<file path="src/rtl/cpu_check_pkg.sv">
// Shared encodings for the memory ordering checker: FSM states, compare modes
// and default trigger/watchdog settings.
package cpu_check_pkg;

  typedef enum logic [2:0] {
    ST_IDLE  = 3'd0,
    ST_FETCH = 3'd1,
    ST_DRAIN = 3'd2,
    ST_DONE  = 3'd3,
    ST_TOUT  = 3'd4
  } state_t;

  localparam logic [1:0] MODE_ASC_U  = 2'd0;
  localparam logic [1:0] MODE_ASC_S  = 2'd1;
  localparam logic [1:0] MODE_ASC_NS = 2'd2;
  localparam logic [1:0] MODE_DESC_U = 2'd3;

  localparam int unsigned DEF_HALT_PC     = 92;
  localparam int unsigned DEF_TIMEOUT_CYC = 4000;

endpackage

</file>
<file path="src/rtl/order_cmp.sv">
// Combinational ordering test between the previous and current element;
// ok=1 when cur may legally follow prev under the selected mode.
module order_cmp
  import cpu_check_pkg::*;
#(
  parameter int DATA_W = 32
) (
  input  logic [DATA_W-1:0] prev,
  input  logic [DATA_W-1:0] cur,
  input  logic [1:0]        mode,
  output logic              ok
);

  always_comb begin
    ok = 1'b0;
    case (mode)
      MODE_ASC_U:  ok = (cur > prev);
      MODE_ASC_S:  ok = ($signed(cur) > $signed(prev));
      MODE_ASC_NS: ok = (cur >= prev);
      default:     ok = (cur < prev);
    endcase
  end

endmodule

</file>
<file path="config.mk">
export PLATFORM = sky130hd
export DESIGN_NAME = order_cmp
export DESIGN_NICKNAME = d
export VERILOG_FILES = /design/src/rtl/cpu_check_pkg.sv /design/src/rtl/order_cmp.sv
export SDC_FILE = /design/constraint.sdc
export NUM_CORES = 1
export LEC_CHECK = 0
export CORE_MARGIN = 2
export CORE_UTILIZATION = 31
export DETAILED_ROUTE_END_ITERATION = 8
export GPL_TIMING_DRIVEN = 0
export MAX_ROUTING_LAYER = met4
export PLACE_DENSITY = 0.85
export SETUP_SLACK_MARGIN = 0.1
export SYNTH_ARGS = -nofsm -noshare
export SYNTH_HDL_FRONTEND = slang
export SYNTH_SLANG_ARGS = --single-unit
</file>
<file path="constraint.sdc">
create_clock -name vclk -period 1.5
set_input_delay 0.15 -clock vclk [all_inputs]
set_output_delay 0.15 -clock vclk [all_outputs]
set_load 0.01 [all_outputs]
</file>
==> results of run 1 <==
[per-layer routing]
| metal | part of all wire [%] | global-route usage, % | vias up | wire [um] |
|---|---|---|---|---|
| li1 | - | - | 556 | - |
| met1 | 38 | 21.1 | 493 | 1210 |
| met2 | 55 | 40.0 | 44 | 1760 |
| met3 | 5.4 | 2.09 | 4 | 171 |
| met4 | 1.0 | 2.09 | 0 | 33 |
| met5 | 0 | - | - | 0 |
[synth_stat cells]
master / instances
inv_1: 33
nor3_1: 2
a21oi_1: 12
a2111oi_0: 1
o41ai_1: 1
mux2i_1: 1
o211ai_1: 1
nand3_1: 4
nor4_1: 1
nand4_1: 8
a21o_1: 6
o21ai_0: 3
nand2_1: 5
a22o_1: 1
o311ai_1: 1
nor2_1: 1
a211oi_1: 1
ha_1: 32
nor2b_1: 2
[timing repair]
action                                  4_1_cts  5_1_grt
setup buffers                                 3        3
gates resized for setup                     133      102
endpoints found under the setup margin        1        1
hold buffers                                  0        0
pin swaps                                    42       37
[power by group through the flow]
stage | sequential (mW) | clock, mW | combinational, mW
after floorplan | 0 | 0 | 0.165
after global placement | 0 | 0 | 0.369
after detailed placement | 0 | 0 | 0.389
after CTS | 0 | 0 | 0.443
after global routing | 0 | 0 | 0.533
final | 0 | 0 | 0.484
[layout make-up]
cell class / count / area, sq um / area share [%]
inverters: 33 / 126 / 7.07
multi-input cells: 83 / 1110 / 61.9
well taps: 30 / 37.5 / 2.10
repair buffers: 73 / 518 / 29.0
[through the flow]
step	TNS, ps	hold slack (ps)	std cells
finish	-372	858	219
global route	-428	890	219
floorplan	-150	506	116
CTS	-496	1030	216
global placement	-1170	1420	213
detailed placement	-1190	1430	213
[worst min-delay path by stage]
stage | start | slack, ps | depth (start not counted) | end
after floorplan | mode[0] | 510 | 2 | ok
after detailed placement | mode[1] | 1430 | 5 | ok
after CTS | cur[31] | 1030 | 6 | ok
final | cur[31] | 860 | 6 | ok
after global placement | mode[0] | 1420 | 4 | ok
after global routing | cur[31] | 890 | 6 | ok
[cells by family (layout without fill, tap and decap cells)]
kind of cell	Yosys count	count (layout)
AOI/OAI and AO/OA	27	27
adders and majority gates	32	32
buffers and inverters	33	106
muxes	1	1
and+or+nand+nor	23	23
[worst max-delay path: cells and delay by family]
family	cells	cell delay (ps)
compound gates	4	830
fa+ha+maj	1	230
buf+inv	2	250
mux	1	160
simple gates	1	120
==> summary.txt, run 1 <==
Yosys
  – Synth unique cells: 19
  – Mapped Nets: roughly 210
  – Post-Syn Area: about 830 sq um
  – Post-synthesis mux area share: 1.21%
  – Top cells by area, synth: ha_1, inv_1, a21oi_1
  – Ys Warns: 0
  – Synth Area in Compound Gates: around a fifth
  – Combinational family with the most area after synthesis: adder cells
  – Mapped Avg Cell Area: 7.12 sq um
  – Xor and xnor fraction of the mapped netlist area: 0%
  – Adder-cell share of the synthesized area: about half
  – Mapped Cells: approximately 120
  – Area share of the leading cell type in the synthesized netlist: between 40% and 50%
  – Post-synthesis simple-gate area fraction: ~15%
  – Sequential share of the synthesized area: 0%
  – Largest area contributor in the netlist: ha_1

Pwr
  – IR Drop Worst-Case VDD: about 0.00017 V
  – Sw Share: approximately 44%
  – PD cells: roughly 270 mW/mm^2
  – NetSw: 0.215 mW
  – Reg power frac: 0%
  – Static leakage: about 0.87 nW
  – P_int: 0.269 mW
  – Final Power: 0.484 mW
  – Clk network pwr share: 0%
  – Comb power frac: 100.0%

Detailed routing
  – DRC: 0
  – Final WL: 3180 um
  – Drt initial violations: 21
  – DRT antenna net count: 0
  – Pre-Repair DR Iteration Count: 4
  – Vias post-DR: 1,097
  – Wire length per cell: 14.5 um
  – Vias per cell: 5.01

Floorplan
  – Site row count: 18
  – Initial core utilization: 33.0%
  – Placeable core area: approximately 0.0025 sq mm
  – Die area: between 0.003 and 0.004 sq mm
  – Ports: 67
  – Die Ht: 55.6 um
  – Die Width: ~56 um

Final layout
  – Cell area after layout: roughly 0.0018 sq mm
  – Commonest non-fill, non-tap cell in the layout: clkbuf_2
  – Clock buffers: 0
  – Layout cell share with drive strength beyond 1: 59.3%
  – Seq Cell Count: 0
  – Antenna fix cells: 0
  – Commonest cells after routing, fill and taps aside: clkbuf_2, ha_4, inv_2
  – Area grow syn2layout: 117%
  – Nets: just under 300
  – Flip-flop and latch area: 0 sq um
  – Filler instances: between 150 and 200
  – Fin util: 71.5%

Timing
  – Final hold violation count: 0
  – Fin. max-slew vios: 0
  – Crit path time final: roughly 1900 ps
  – Max Fclk: approximately 530 MHz
  – Slew HR: ~80%
  – Slew @ Worst Pin: roughly 280 ps
  – RSZ-0062 raised after global routing: true
  – Final period util: 125%
  – Worst setup margin: -372 ps
  – Final setup viols: 1

Setup path
  – WS Path Type: primary input to output port
  – Worst Setup Start Kind: primary input
  – Worst Path Max Fanout: 2
  – Crit-path cells: buf_6 > ha_4 > nor2b_4 > o211ai_1 > a2111oi_4 > o41ai_2 > o311ai_2 > mux2i_1 > buf_2
  – Max incr delay on CP: 270 ps
  – Slowest CP cell: o211ai_1
  – Critical path arrival: between 1500 and 2000 ps
  – Worst setup startpoint: cur[1]
  – Nature of the critical path endpoint: output port
  – Setup crit end: ok
  – Critical path required time: around 1400 ps

Global route
  – Total track usage: between 10% and 20%
  – Vias in the first global route: 1,160
  – GRT overflow: 0
  – Largest net degree at the start of global routing: 5
  – Global-route wire length before repair: around 5000 um
  – Initial antenna violation count: 0

Min path
  – HP Class: primary input to output port

Place
  – DPL Wire Length: between 2000 and 2500 um
  – GP Congestion: ~0.8
  – Post-DP Area: 0.00157 sq mm
  – IO buf count: 67
  – DP Worst Slack: -1190 ps

Job
  – Max cap viols: 0

Status
  – Failing checks: negative setup slack
  – Outcome: finished, violations left
No activity file was read; power rests on OpenSTA's default activity.
==> run 2: changes to the inputs <==
Settings changed: ABC_CLOCK_PERIOD_IN_PS from default to 1500.
==> results of run 2 <==
Final layout, timing and power as in run 1 (identical DEF).
